--- src/rtl/wb_arb_pkg.sv ---
// rtl/wb_arb_pkg.sv - shared types and widths for the writeback arbiter
// Optional build macro used by wb_arbiter: WB_ARBITER_STATS_EN
package wb_arb_pkg;
   localparam int RegAddrWidth   = 4;
   localparam int DataWidth      = 32;
   localparam int StarveCntWidth = 4;

   typedef enum logic {
      PIPE_PRI  = 1'b0,
      AUX_FORCE = 1'b1
   } arb_state_e;
endpackage

--- src/rtl/wb_starve_cnt.sv ---
// rtl/wb_starve_cnt.sv - aux starvation counter with limit compare
// Ports:
//   clk_i        clock
//   reset_i      synchronous active-high reset
//   a_valid_i    aux requester valid
//   a_fire_i     aux transfer completes this cycle
//   limit_hit_o  counter reaches StarveLimit at the coming clock edge
module wb_starve_cnt
   import wb_arb_pkg::*;
#(
   parameter int StarveLimit = 4
) (
   input  logic clk_i,
   input  logic reset_i,
   input  logic a_valid_i,
   input  logic a_fire_i,
   output logic limit_hit_o
);

   logic [StarveCntWidth-1:0] cnt_q;
   logic [StarveCntWidth-1:0] cnt_nxt;

   // Counts consecutive cycles aux waits; any aux grant or idle aux restarts it.
   always_comb begin
      cnt_nxt = '0;
      if (a_valid_i && !a_fire_i) begin
         cnt_nxt = (cnt_q == '1) ? cnt_q : cnt_q + 1'b1;
      end
   end

   // Looks at the value being loaded so the FSM flips on the same edge the
   // counter reaches the limit; aux then wins the very next contention cycle.
   assign limit_hit_o = (cnt_nxt >= StarveCntWidth'(StarveLimit));

   always_ff @(posedge clk_i) begin
      if (reset_i) begin
         cnt_q <= '0;
      end else begin
         cnt_q <= cnt_nxt;
      end
   end

endmodule

--- src/rtl/wb_arbiter.sv ---
// rtl/wb_arbiter.sv - two-requester register-file writeback arbiter
// Build macro: WB_ARBITER_STATS_EN adds conflict_cnt_o.
// Ports:
//   clk_i, reset_i                   clock, synchronous active-high reset
//   pipeline_flush                   discard the pipe request this cycle
//   p_valid_i/p_ready_o              pipe handshake; p_rd_i, p_data_i, p_we_i payload
//   a_valid_i/a_ready_o              aux handshake; a_rd_i, a_data_i payload
//   rf_we_o, rf_rd_o, rf_data_o      registered register-file write port
//   conflict_cnt_o                   saturating contention-cycle count (stats build)
//   grant_aux_o                      registered, current rf transfer came from aux
module wb_arbiter
   import wb_arb_pkg::*;
#(
   parameter int StarveLimit      = 4,
   parameter bit ClearDataOnReset = 1'b0
) (
   input  logic                    clk_i,
   input  logic                    reset_i,
   input  logic                    pipeline_flush,
   input  logic                    p_valid_i,
   output logic                    p_ready_o,
   input  logic [RegAddrWidth-1:0] p_rd_i,
   input  logic [DataWidth-1:0]    p_data_i,
   input  logic                    p_we_i,
   input  logic                    a_valid_i,
   output logic                    a_ready_o,
   input  logic [RegAddrWidth-1:0] a_rd_i,
   input  logic [DataWidth-1:0]    a_data_i,
   output logic                    rf_we_o,
   output logic [RegAddrWidth-1:0] rf_rd_o,
   output logic [DataWidth-1:0]    rf_data_o,
`ifdef WB_ARBITER_STATS_EN
   output logic [15:0]             conflict_cnt_o,
`endif
   output logic                    grant_aux_o
);

   arb_state_e state_q;
   arb_state_e state_nxt;
   logic       p_eff;
   logic       p_fire;
   logic       a_fire;
   logic       limit_hit;

   // A flushed pipe request is invisible to arbitration.
   assign p_eff = p_valid_i & ~pipeline_flush;

   // Flush forces p_ready_o high so the killed request still drains.
   always_comb begin
      p_ready_o = 1'b0;
      a_ready_o = 1'b0;
      if (!reset_i) begin
         p_ready_o = pipeline_flush | (state_q == PIPE_PRI) | ~a_valid_i;
         a_ready_o = ~p_eff | (state_q == AUX_FORCE);
      end
   end

   assign p_fire = p_eff & p_ready_o;
   assign a_fire = a_valid_i & a_ready_o;

   wb_starve_cnt #(
      .StarveLimit(StarveLimit)
   ) u_starve_cnt (
      .clk_i      (clk_i),
      .reset_i    (reset_i),
      .a_valid_i  (a_valid_i),
      .a_fire_i   (a_fire),
      .limit_hit_o(limit_hit)
   );

   always_comb begin
      state_nxt = state_q;
      case (state_q)
         PIPE_PRI:  if (limit_hit) state_nxt = AUX_FORCE;
         AUX_FORCE: if (a_fire)    state_nxt = PIPE_PRI;
         default:   state_nxt = PIPE_PRI;
      endcase
   end

   always_ff @(posedge clk_i) begin
      if (reset_i) begin
         state_q <= PIPE_PRI;
      end else begin
         state_q <= state_nxt;
      end
   end

   // Writes to x0 are suppressed but the handshake still completes.
   always_ff @(posedge clk_i) begin
      if (reset_i) begin
         rf_we_o     <= 1'b0;
         grant_aux_o <= 1'b0;
         if (ClearDataOnReset) begin
            rf_rd_o   <= '0;
            rf_data_o <= '0;
         end
      end else if (p_fire) begin
         rf_we_o     <= p_we_i & (p_rd_i != '0);
         rf_rd_o     <= p_rd_i;
         rf_data_o   <= p_data_i;
         grant_aux_o <= 1'b0;
      end else if (a_fire) begin
         rf_we_o     <= (a_rd_i != '0);
         rf_rd_o     <= a_rd_i;
         rf_data_o   <= a_data_i;
         grant_aux_o <= 1'b1;
      end else begin
         rf_we_o     <= 1'b0;
         grant_aux_o <= 1'b0;
      end
   end

`ifdef WB_ARBITER_STATS_EN
   always_ff @(posedge clk_i) begin
      if (reset_i) begin
         conflict_cnt_o <= '0;
      end else if (p_eff && a_valid_i && conflict_cnt_o != 16'hFFFF) begin
         conflict_cnt_o <= conflict_cnt_o + 16'd1;
      end
   end
`endif

endmodule

--- config.mk ---
export PLATFORM = sky130hd
export DESIGN_NAME = wb_arbiter
export DESIGN_NICKNAME = d
export VERILOG_FILES = /design/src/rtl/wb_arb_pkg.sv /design/src/rtl/wb_starve_cnt.sv /design/src/rtl/wb_arbiter.sv
export SDC_FILE = /design/constraint.sdc
export NUM_CORES = 1
export LEC_CHECK = 0
export BUFFER_PORTS_ARGS = -buffer_cell sky130_fd_sc_hd__buf_4
export CORE_ASPECT_RATIO = 0.9
export CORE_MARGIN = 4
export CORE_UTILIZATION = 39
export DETAILED_ROUTE_END_ITERATION = 8
export GPL_TIMING_DRIVEN = 0
export PLACE_DENSITY = 0.8
export SLEW_MARGIN = 5
export SYNTH_ARGS = -nofsm -noshare
export SYNTH_HDL_FRONTEND = slang
export SYNTH_HIERARCHICAL = 1
export SYNTH_SLANG_ARGS = --single-unit
--- constraint.sdc ---
create_clock -name clk_i -period 2.35 [get_ports clk_i]
set_input_delay 0.705 -clock clk_i [delete_from_list [all_inputs] [get_ports clk_i]]
set_output_delay 0.705 -clock clk_i [all_outputs]
set_load 0.005 [all_outputs]
Word level (Yosys, flattened, before mapping)
Cells that the tools add are included.

Add/sub/neg operators: 1. Order comparisons: 1. Equality and inequality tests: 1. Muxes and demuxes: 14. Bitwise gates (word level): 12. Reductions and logical operators: 7.

Operator list (count): two-way mux 32 bit (2); two-way mux 4 bit (4); nonzero test 4 bit (2); two-way mux 1 bit (7); inverter 1 bit (5); adder 4 x 1 -> 4 bit (second input constant) (1); bitwise AND 1 bit (4); equality test 4 bit (second input constant) (1); >= comparator 4 x 3 -> 1 bit (second input constant) (1); OR 1 bit (3); one-hot mux 1 bit (2 select lines) (1); AND reduction 2 bit (1); nonzero test 2 bit (1); OR reduction 2 bit (1); logical AND 1 bit (1); logical NOT 1 bit (1).

Register bits after elaboration: 43. Logic and storage cells: 42.

Logic depth before layout (Yosys ltp)
Gate-level depths: netlist of run 1.

Word-level depth: 12. Gate-level depth with buffers: 7.

Modules after synthesis
The synthesis of run 1 kept the hierarchy.

By module, submodules not included: wb_arbiter (instances 1, cells each 96, area each 1744.2 um2, seq. area each 1141.1 um2); wb_starve_cnt (instances 1, cells each 23, area each 202.7 um2, seq. area each 80.1 um2).

Worst setup path before layout of run 1
No wires, ideal clock.

Kind: input-to-reg. Start: in p_valid_i. End: reg rf_data_o[0], enable pin. Library setup time: 0.394 ns. Arrival time: 1.992 ns. Path slack: -0.036 ns. Stages: 3. Cell sequence: nor3b_1 -> or3_1 -> nand2_1.

Word-level cells in the longest chain between the ends: 7. Elaborated cells between the ends (all ways): 8. Classes of those cells: mux: 1; bitwise: 5; reduce/logical: 2.

Ends and longest elaborated chain: start: declaration (RTL line wb_arbiter.sv:20) `input logic p_valid_i,`; bitwise AND 1 bit (*) (RTL line wb_arbiter.sv:46) `assign p_eff = p_valid_i & ~pipeline_flush;`; inverter 1 bit (RTL line wb_arbiter.sv:54) `a_ready_o = ~p_eff | (state_q == AUX_FORCE);`; OR 1 bit (RTL line wb_arbiter.sv:54); two-way mux 1 bit (RTL line wb_arbiter.sv:52) `if (!reset_i) begin`; bitwise AND 1 bit (RTL line wb_arbiter.sv:59) `assign a_fire = a_valid_i & a_ready_o;`; nonzero test 2 bit (no line) (*); AND reduction 2 bit (no line) (*); end signal: assignment (RTL line wb_arbiter.sv:100) `rf_data_o <= p_data_i;`; end signal: assignment (RTL line wb_arbiter.sv:105) `rf_data_o <= a_data_i;`; end: declaration (RTL line wb_arbiter.sv:31) `output logic [DataWidth-1:0] rf_data_o,`.

Every way passes the cells marked *; elsewhere a longest branch is shown, timed or not. A chain may end at the register's enable or synchronous reset.

Worst setup path in the final report of run 1
Start: in a_valid_i. End: reg rf_data_o[4], enable pin.

Word-level cells in the longest chain between the ends: 6. Elaborated cells between the ends (all ways): 7. Classes of those cells: mux: 1; bitwise: 4; reduce/logical: 2.

Ends and longest elaborated chain: start: declaration (RTL line wb_arbiter.sv:25) `input logic a_valid_i,`; inverter 1 bit (RTL line wb_arbiter.sv:53) `p_ready_o = pipeline_flush | (state_q == PIPE_PRI) | ~a_valid_i;`; OR 1 bit (RTL line wb_arbiter.sv:53); two-way mux 1 bit (RTL line wb_arbiter.sv:52); bitwise AND 1 bit (RTL line wb_arbiter.sv:58) `assign p_fire = p_eff & p_ready_o;`; nonzero test 2 bit (no line) (*); AND reduction 2 bit (no line) (*).

Marked as above.

==> summary.txt, run 1 <==
Worst setup path
  – Setup crit start kind: primary input
  – CP Max Fanout: 36
  – Most frequent cell on the critical path: buf_6
  – Worst EP arrival: 2.07 ns
  – CP required: 2.27 ns
  – Worst path max stage delay: 0.64 ns
  – Critical Path Sink Type: flip-flop
  – Reg2reg start: state_q
  – Critical path class: in -> reg
  – CP max-delay cell: nand2_2
  – Crit-path cells: buf_4 > nand2_1 > nand4_1 > buf_6 > buf_6 > nand2_2
  – Worst Setup SP: a_valid_i

Detailed routing
  – Final ANT Viol Nets: 0
  – Vias per cell: 4.71
  – Wire per inst: 15.5 µm
  – Initial DRC count: 43
  – DR vias: 1,455
  – Final WL: 4790 µm
  – Drt pass-1 iters: 4
  – # DRC: 0

Die
  – Initial Util: 0.403
  – Die area: 6190 µm²
  – DIE WIDTH: 82.5 µm
  – # rows: 24
  – Boundary pin count: 118
  – Core area: 4830 µm²
  – Die Y-Extent: 75.0 µm

CTS
  – Worst skew pair latency: 0.29 ns
  – Clock Pin Slew Worst Setup and Hold Paths: 0.08 ns
  – Hold_buf cts: 0
  – Clock Tree Buf Depth: 2
  – CTS root buffer: clkbuf_8
  – H-tree depth: 2
  – PostCTS Resize Cnt: 0
  – Total setup buffers inserted after CTS: 0
  – CTS tree: built
  – CTS Buf Count: 5
  – Clock sinks: 43

Power
  – Pleak: 1.37 nW
  – VDD IR max: 0.000407 V
  – Cell area power density: 555 nW/µm²

Synthesis
  – Netlist cell types: 27
  – Seq/Total Area, Yosys: 0.627
  – Top cells by area, synth: edfxtp_1 56%, mux2_4 14%, mux2_2 10%, dfxtp_1 7.2%, buf_6 1.7%
  – Synth Area per Inst: 16.4 µm²
  – Cell Area, Synth: 1950 µm²
  – Cells after Synth: 119
  – Number of synthesized flops with an enable pin: 36
  – Syn Nets: 198
  – Flops & latches, synth: 43
  – Largest area contributor in the netlist: edfxtp_1
  – Ys async rst share: 0
  – Yosys Warn Count: 6
  – Ys flop type: edfxtp_1
  – Synth top area share: 0.555

Flow run
  – Max-cap violations: 0

Finish
  – Layout area overhead: 54.1%
  – Antenna cells: 0
  – Final nets: 322
  – Layout cell share with drive strength beyond 1: 0.684
  – Commonest cells after routing, fill and taps aside: 117 x buf_4, 36 x edfxtp_1, 18 x mux2_4, 18 x mux2_2, 7 x dfxtp_1
  – Final cell area excluding filler cells: 3000 µm²
  – Commonest non-fill, non-tap cell in the layout: buf_4

Placed design
  – Input/output buffers: 117
  – Routability cong.: 0.725
  – Placed inst area: 2910 µm²
  – Dpl hpwl: 3670 µm

Timing
  – Hold WS: 0.526 ns
  – Fmax: 465 MHz
  – Min Clock Period, post-route: 2.15 ns
  – Worst-case clock skew: 0.00521 ns
  – Worst slew pin tran: 0.871 ns
  – Final Hold Fails: 0
  – Final setup viols: 0
  – Slew headroom: 0.417
  – RSZ-0062 raised after global routing: no
  – Max Slew Vio Count: 0
  – Ratio of final minimum period to clock period: 0.915

Global routing
  – Pin count of the biggest net entering global routing: 37
  – Total track usage: 0.151
  – Grt total ovfl: 0
  – First-pass GRT wire length: 6860 µm
  – Vias in the first global route: 1,451
  – Initial antenna violation count: 0

Hold path
  – HP Class: reg -> reg
  – Min-Delay Startpoint: u_starve_cnt/cnt_q[3]

Status
  – Status: completed
-- worst max-delay path: cells and delay by family --
kind / cells / cell delay [ns]
AND/OR/NAND/NOR: 3 / 0.85
buffers and inverters: 3 / 0.48
-- per-layer routing --
metal	up-vias	track usage	wire [µm]
li1	694	-	-
met1	683	0.176	1750
met2	63	0.245	2480
met3	15	0.0550	410
met4	0	0.0775	144
met5	-	0	0
-- registers in the layout, summed over array words and instances, names as in the netlist --
register and flops:
rf_rd_o 4, rf_data_o 32, u_starve_cnt/cnt_q 4, rf_we_o 1, grant_aux_o 1, state_q 1
-- cells in the mapped netlist (2+ instances only) --
master	instances
edfxtp_1	36
mux2i_1	2
buf_6	3
mux2_2	18
nor2_1	6
nand3_1	2
mux2_4	18
inv_1	6
dfxtp_1	7
nand2_1	3
nor3_1	2
-- final timing paths --
kind,endpoint,slack (ns),cells after the start
worst max-delay path,rf_data_o[4],0.20,6
worst min-delay path,u_starve_cnt/cnt_q[2],0.53,2
worst max register to register,rf_data_o[4],0.39,5
worst min register to register,u_starve_cnt/cnt_q[2],0.53,2
-- cell type report --
class | instances | area [µm²]
Clock buffer | 7 | 86.3
Inverter | 6 | 22.5
Timing Repair Buffer | 117 | 878
Sequential cell | 43 | 1220
Multi-Input combinational cell | 66 | 667
Buffer | 4 | 38.8
Tap cell | 65 | 81.3
Clock inverter | 1 | 5.00
Fill cell | 400 | 1830
-- where the power goes --
part / switching (mW) / leakage, nW / internal, mW
logic: 0.0955 / 0.927 / 0.192
clock network: 0.246 / 0.0482 / 0.237
registers: 0.0124 / 0.397 / 0.882
-- metrics by stage --
step	cells	util	power, mW	TNS (ns)	setup WS, ns
after global placement	301	0.602	1.19	-3.79	-0.106
final	309	0.621	1.67	0	0.199
after floorplan	119	-	1.02	0	0.293
after detailed placement	301	0.602	1.20	-4.42	-0.125
after global routing	309	0.621	1.75	0	0.0619
after CTS	309	0.621	1.69	0	0.185
-- kinds of logic (layout without fill, tap and decap cells) --
logic type,after synthesis,in the layout,share of synthesized area
simple gates,20,20,0.0559
buf+inv,10,135,0.0315
flops,43,43,0.627
xor+xnor,1,1,0.00450
compound gates,6,6,0.0212
fa+ha+maj,1,1,0.00643
mux,38,38,0.253
(Power assumes the default switching activity.)
==> inputs of run 2 (changes only) <==
- CORE_UTILIZATION: 39 -> 38
- CTS_BUF_LIST: not set -> sky130_fd_sc_hd__clkbuf_8 sky130_fd_sc_hd__clkbuf_16
- PLACE_DENSITY: 0.8 -> 0.79
- SYNTH_HIERARCHICAL: 1 -> not set
==> summary.txt, run 2 <==
CTS
  – Clock Pin Slew Worst Setup and Hold Paths: 0.08 ns (about the same)
  – Total setup buffers inserted after CTS: 0 (unchanged)
  – H-tree depth: 2 (unchanged)
  – Clock sinks: 43 (unchanged)
  – Clock Tree Buf Depth: 2 (unchanged)
  – CTS root buffer: clkbuf_8 (unchanged)
  – Worst skew pair latency: 0.29 ns (about the same)
  – CTS tree: built (unchanged)
  – CTS Buf Count: 5 (unchanged)

Worst setup path
  – Setup crit start kind: primary input (unchanged)
  – CP Max Fanout: 4 (was 36)
  – Critical path class: in -> out (was in -> reg)
  – Critical Path Sink Type: primary output (was flip-flop)
  – Worst EP arrival: 1.47 ns (was 2.07 ns)
  – CP required: 1.64 ns (was 2.27 ns)

Synthesis
  – Number of synthesized flops with an enable pin: 36 (unchanged)
  – Flops & latches, synth: 43 (unchanged)
  – Syn Nets: 194 (was 198)
  – Cells after Synth: 115 (was 119)
  – Post-synth top cells: 36 x edfxtp_1, 18 x mux2_2, 18 x mux2_4 (unchanged)
  – Most frequent cell after synthesis: edfxtp_1 (unchanged)
  – Ys async rst share: 0 (unchanged)
  – Largest area contributor in the netlist: edfxtp_1 (unchanged)
  – Cell Area, Synth: 1930 µm² (was 1950 µm²)
  – Seq/Total Area, Yosys: 0.633 (was 0.627)
  – Top cells by area, synth: edfxtp_1 56%, mux2_4 14%, mux2_2 10%, dfxtp_1 7.3%, buf_6 1.7% (was edfxtp_1 56%, mux2_4 14%, mux2_2 10%, dfxtp_1 7.2%, buf_6 1.7%)
  – Netlist cell types: 27 (unchanged)
  – Synth Area per Inst: 16.8 µm² (was 16.4 µm²)
  – Synth top area share: 0.560 (was 0.555)
  – Yosys Warn Count: 0 (was 6)
  – Ys flop type: edfxtp_1 (unchanged)

Finish
  – Antenna cells: 0 (unchanged)
  – Max reg flops: 32 (unchanged)
  – Final core occ: 0.619 (was 0.621)
  – Commonest non-fill, non-tap cell in the layout: buf_4 (unchanged)
  – Number of fill cells in the layout: 412 (was 400)
  – Layout area overhead: 57.0% (was 54.1%)
  – Sequential Area: 1220 µm² (unchanged)
  – Final non-filler cell total: 305 (was 309)
  – Largest reg by FF count: rf_data_o (unchanged)
  – Layout cell share with drive strength beyond 1: 0.692 (was 0.684)
  – Final nets: 318 (was 322)
  – Top Registers: rf_data_o (32), rf_rd_o (4), u_starve_cnt.cnt_q (4) (was rf_data_o (32), rf_rd_o (4), u_starve_cnt/cnt_q (4))
  – Commonest cells after routing, fill and taps aside: 117 x buf_4, 36 x edfxtp_1, 18 x mux2_4, 18 x mux2_2, 7 x dfxtp_1 (unchanged)
  – Final cell area excluding filler cells: 3030 µm² (was 3000 µm²)
  – Area occupied by multi-input gates: 671 µm² (was 667 µm²)

Global routing
  – Pin count of the biggest net entering global routing: 37 (unchanged)
  – Grt total ovfl: 0 (unchanged)
  – First-pass GRT wire length: 6660 µm (was 6860 µm)
  – Initial antenna violation count: 0 (unchanged)
  – Total track usage: 0.135 (was 0.151)
  – Vias in the first global route: 1,397 (was 1,451)

Placed design
  – Dpl hpwl: 3660 µm (was 3670 µm)
  – Placed Cells: 297 (was 301)
  – Input/output buffers: 117 (unchanged)
  – Placed inst area: 2890 µm² (was 2910 µm²)
  – DP Worst Slack: -0.280 ns (was -0.125 ns)
  – Routability cong.: 0.761 (was 0.725)

Timing
  – Worst setup margin: 0.174 ns (was 0.199 ns)
  – Ratio of final minimum period to clock period: 0.926 (was 0.915)
  – Slew headroom: 0.616 (was 0.417)
  – Fmax: 459 MHz (was 465 MHz)
  – Final setup viols: 0 (unchanged)
  – Max Slew Vio Count: 0 (unchanged)
  – Final Hold Fails: 0 (unchanged)
  – Worst slew pin tran: 0.570 ns (was 0.871 ns)
  – Worst-case clock skew: 0.00482 ns (was 0.00521 ns)
  – RSZ-0062 raised after global routing: no (unchanged)
  – Min Clock Period, post-route: 2.18 ns (was 2.15 ns)
  – Final setup TNS: 0 ns (unchanged)
  – Hold WS: 0.533 ns (was 0.526 ns)

Power
  – Switching Share: 0.192 (was 0.213)
  – Reg power frac: 0.484 (was 0.537)
  – Clock share of power: 0.365 (was 0.290)
  – Pint: 1.49 mW (was 1.31 mW)
  – Total Power: 1.84 mW (was 1.67 mW)
  – VDD IR max: 0.000294 V (was 0.000407 V)
  – Combinational power share: 0.152 (was 0.172)
  – Switching pwr: 355 µW (was 354 µW)
  – Pleak: 1.38 nW (was 1.37 nW)
  – Cell area power density: 608 nW/µm² (was 555 nW/µm²)

Detailed routing
  – Drt pass-1 iters: 4 (unchanged)
  – Vias per cell: 4.67 (was 4.71)
  – Final ANT Viol Nets: 0 (unchanged)
  – Initial DRC count: 42 (was 43)
  – DR vias: 1,423 (was 1,455)
  – Final WL: 4650 µm (was 4790 µm)
  – Wire per inst: 15.3 µm (was 15.5 µm)
  – # DRC: 0 (unchanged)

Status
  – Status: completed (unchanged)

Die
  – # rows: 24 (unchanged)
  – Die Y-Extent: 75.6 µm (was 75.0 µm)
  – Die area: 6290 µm² (was 6190 µm²)
  – DIE WIDTH: 83.1 µm (was 82.5 µm)
  – Boundary pin count: 118 (unchanged)
  – Core area: 4890 µm² (was 4830 µm²)
  – Initial Util: 0.394 (was 0.403)

Hold path
  – HP Class: reg -> reg (unchanged)

Flow run
  – Max-cap violations: 0 (unchanged)
run 2: cell count changes after synthesis, sizes merged, moves of 2 or more:
cell / before / now
nor3: 2 / 0
nor2: 6 / 4
o21ai: 0 / 2
a21oi: 1 / 3
inv: 6 / 2
nor2b: 0 / 2
run 2: layer usage:
metal / vias up / track usage / wire length (µm)
met5: - / 0 / 0
met4: 0 / 0.0436 / 89
met3: 10 / 0.0595 / 354
met2: 66 / 0.235 / 2390
met1: 659 / 0.152 / 1820
li1: 688 / - / -
run 2: timing repair:
action                                  4_1_cts  5_1_grt
hold buffers                                  0        0
endpoints found under the setup margin        0       36
gates resized for setup                       0        1
endpoints found under the hold margin         0        0
run 2: final cells by class:
type / instances / area share
sequential: 43 / 0.403
timing repair buffer: 117 / 0.290
multi-input combinational: 66 / 0.221
tap: 65 / 0.0268
clock buffer: 5 / 0.0227
clock inverter: 3 / 0.0211
buffer: 4 / 0.0128
inverter: 2 / 0.00248
run 2: final timing paths:
path / start / end / slack [ns] / cells after the start
worst max-delay path: pipeline_flush / a_ready_o / 0.17 / 4
worst min-delay path: u_starve_cnt.cnt_q[2] / u_starve_cnt.cnt_q[3] / 0.53 / 1
worst max register to register: state_q / rf_data_o[24] / 0.68 / 4
worst min register to register: u_starve_cnt.cnt_q[2] / u_starve_cnt.cnt_q[3] / 0.53 / 1
run 2: cell families (layout without fill, tap and decap cells):
group / after synthesis / in the layout / synth area share
mux: 37 / 37 / 0.250
xor+xnor: 1 / 1 / 0.00454
buf+inv: 6 / 131 / 0.0240
fa+ha+maj: 1 / 1 / 0.00648
simple gates: 16 / 16 / 0.0434
flops: 43 / 43 / 0.633
compound gates: 11 / 11 / 0.0389
run 2: power by group through the flow:
stage                     logic (mW)  clock network, mW  registers [mW]
after CTS                      0.283              0.686           0.892
final                          0.280              0.672           0.891
after detailed placement       0.282                  0           0.910
after floorplan               0.0941                  0           0.914
after global routing           0.300              0.716           0.896
after global placement         0.277                  0           0.908
run 2: critical path, cell delays in order:
cell and delay [ns]:
buf_4 0.12, nor3b_1 0.43, nor2_1 0.07, buf_4 0.15
==> inputs of run 3 (changes only) <==
- CORE_UTILIZATION: 38 -> 40
- CTS_BUF_LIST: sky130_fd_sc_hd__clkbuf_8 sky130_fd_sc_hd__clkbuf_16 -> sky130_fd_sc_hd__clkbuf_8
- PLACE_DENSITY: 0.79 -> 0.82
==> summary.txt, run 3 (synthesis results as in run 2) <==
Detailed routing
  – Wire per inst: 16.0 µm (was 15.3 µm)
  – Final ANT Viol Nets: 0 (unchanged)
  – Initial DRC count: 29 (was 42)
  – Drt pass-1 iters: 4 (unchanged)
  – # DRC: 0 (unchanged)
  – DR vias: 1,399 (was 1,423)
  – Vias per cell: 4.63 (was 4.67)
  – Final WL: 4830 µm (was 4650 µm)

CTS
  – Worst skew pair latency: 0.29 ns (about the same)
  – CTS root buffer: clkbuf_8 (unchanged)
  – Total setup buffers inserted after CTS: 0 (unchanged)
  – Hold_buf cts: 0 (unchanged)
  – CTS Buf Count: 5 (unchanged)
  – Clock Tree Buf Depth: 2 (unchanged)
  – PostCTS Resize Cnt: 1 (was 0)
  – Clock sinks: 43 (unchanged)
  – Clock Pin Slew Worst Setup and Hold Paths: 0.08 ns (about the same)
  – H-tree depth: 2 (unchanged)
  – CTS tree: built (unchanged)

Timing
  – Final Hold Fails: 0 (unchanged)
  – Max Slew Vio Count: 0 (unchanged)
  – RSZ-0062 raised after global routing: no (unchanged)
  – Slew headroom: 0.580 (was 0.616)
  – Worst slew pin tran: 0.624 ns (was 0.570 ns)
  – Worst-case clock skew: 0.00958 ns (was 0.00482 ns)
  – Fmax: 457 MHz (was 459 MHz)
  – Ratio of final minimum period to clock period: 0.932 (was 0.926)
  – Min Clock Period, post-route: 2.19 ns (was 2.18 ns)
  – Hold WS: 0.522 ns (was 0.533 ns)
  – Final setup viols: 0 (unchanged)

Global routing
  – Pin count of the biggest net entering global routing: 37 (unchanged)
  – Initial antenna violation count: 0 (unchanged)
  – Grt total ovfl: 0 (unchanged)
  – First-pass GRT wire length: 6800 µm (was 6660 µm)
  – Vias in the first global route: 1,380 (was 1,397)
  – Total track usage: 0.152 (was 0.135)

Power
  – Pleak: 1.37 nW (was 1.38 nW)
  – Pint: 1.38 mW (was 1.49 mW)
  – Total Power: 1.72 mW (was 1.84 mW)
  – Combinational power share: 0.164 (was 0.152)
  – Switching Share: 0.200 (was 0.192)
  – Cell area power density: 574 nW/µm² (was 608 nW/µm²)
  – Clock share of power: 0.318 (was 0.365)
  – Switching pwr: 343 µW (was 355 µW)
  – VDD IR max: 0.000279 V (was 0.000294 V)
  – Reg power frac: 0.517 (was 0.484)

Worst setup path
  – CP Max Fanout: 4 (unchanged)
  – Worst EP arrival: 1.49 ns (was 1.47 ns)
  – Critical Path Sink Type: primary output (unchanged)
  – Flop2flop setup slack: 0.61 ns (was 0.68 ns)
  – Reg2reg start: state_q (unchanged)
  – Critical path destination: a_ready_o (unchanged)
  – Setup crit start kind: primary input (unchanged)
  – CP required: 1.64 ns (about the same)
  – Critical path class: in -> out (unchanged)
  – Reg-to-Reg End: rf_data_o[15] (was rf_data_o[24])
  – FF-to-FF path depth: 4 (unchanged)
  – Worst Setup SP: pipeline_flush (unchanged)

Finish
  – Final nets: 318 (unchanged)
  – Final non-filler cell total: 302 (was 305)
  – Antenna cells: 0 (unchanged)
  – Max reg flops: 32 (unchanged)
  – Layout area overhead: 55.4% (was 57.0%)
  – Area occupied by multi-input gates: 671 µm² (unchanged)
  – Final cell area excluding filler cells: 3000 µm² (was 3030 µm²)
  – Sequential Area: 1220 µm² (unchanged)
  – Number of fill cells in the layout: 360 (was 412)
  – Commonest cells after routing, fill and taps aside: 117 x buf_4, 36 x edfxtp_1, 18 x mux2_4, 18 x mux2_2, 7 x dfxtp_1 (unchanged)
  – Largest reg by FF count: rf_data_o (unchanged)
  – Commonest non-fill, non-tap cell in the layout: buf_4 (unchanged)
  – Top Registers: rf_data_o (32), rf_rd_o (4), u_starve_cnt.cnt_q (4) (unchanged)
  – Layout cell share with drive strength beyond 1: 0.688 (was 0.692)

Die
  – Boundary pin count: 118 (unchanged)
  – Die area: 6000 µm² (was 6290 µm²)
  – Core area: 4550 µm² (was 4890 µm²)
  – DIE WIDTH: 81.2 µm (was 83.1 µm)
  – Initial Util: 0.425 (was 0.394)
  – Die Y-Extent: 73.9 µm (was 75.6 µm)
  – # rows: 23 (was 24)

Placed design
  – Dpl hpwl: 3830 µm (was 3660 µm)
  – Routability cong.: 0.727 (was 0.761)
  – Placed inst area: 2890 µm² (about the same)
  – Placed Cells: 294 (was 297)
  – Input/output buffers: 117 (unchanged)

Hold path
  – Hold Path Cell Cnt: 2 (was 1)
  – HP Class: reg -> reg (unchanged)

Flow run
  – Max-cap violations: 0 (unchanged)

Status
  – Status: completed (unchanged)
run 3: cell type report:
cell class | instances | share of cell area
inverter | 2 | 0.00250
clock inverter | 3 | 0.0125
sequential | 43 | 0.407
multi-input combinational | 66 | 0.224
timing repair buffer | 117 | 0.293
tap | 62 | 0.0259
clock buffer | 5 | 0.0229
buffer | 4 | 0.0129
run 3: worst max-delay path: stages:
cell     delay [ns]
buf_4          0.12
nor3b_1        0.43
nor2_1         0.08
buf_4          0.15
run 3: power by group through the flow:
stage / clock network [mW] / logic (mW) / registers, mW
floorplan: 0 / 0.0941 / 0.914
global placement: 0 / 0.279 / 0.908
detailed placement: 0 / 0.285 / 0.909
CTS: 0.558 / 0.287 / 0.891
global route: 0.590 / 0.305 / 0.894
finish: 0.548 / 0.282 / 0.890
run 3: routing by layer:
| metal | vias up | share of wire | GRT usage |
|---|---|---|---|
| met2 | 75 | 0.50 | 0.271 |
| li1 | 688 | - | - |
| met4 | 0 | 0.0099 | 0.0450 |
| met3 | 5 | 0.094 | 0.0429 |
| met5 | - | 0 | 0 |
| met1 | 631 | 0.39 | 0.180 |
run 3: worst min-delay path by stage:
stage | start | slack, ns | end
after floorplan | u_starve_cnt.cnt_q[1] | 0.48 | u_starve_cnt.cnt_q[1]
after global placement | u_starve_cnt.cnt_q[2] | 0.50 | u_starve_cnt.cnt_q[3]
after detailed placement | u_starve_cnt.cnt_q[1] | 0.51 | u_starve_cnt.cnt_q[1]
after CTS | u_starve_cnt.cnt_q[2] | 0.52 | u_starve_cnt.cnt_q[3]
after global routing | u_starve_cnt.cnt_q[2] | 0.57 | u_starve_cnt.cnt_q[3]
final | u_starve_cnt.cnt_q[1] | 0.52 | u_starve_cnt.cnt_q[1]
run 3: through the flow:
step | util | TNS (ns) | worst slack [ns]
after floorplan | - | 0 | 0.102
after global placement | 0.635 | -10.96 | -0.306
after detailed placement | 0.635 | -11.22 | -0.312
after CTS | 0.660 | 0 | 0.151
after global routing | 0.660 | 0 | 0.000235
final | 0.660 | 0 | 0.160
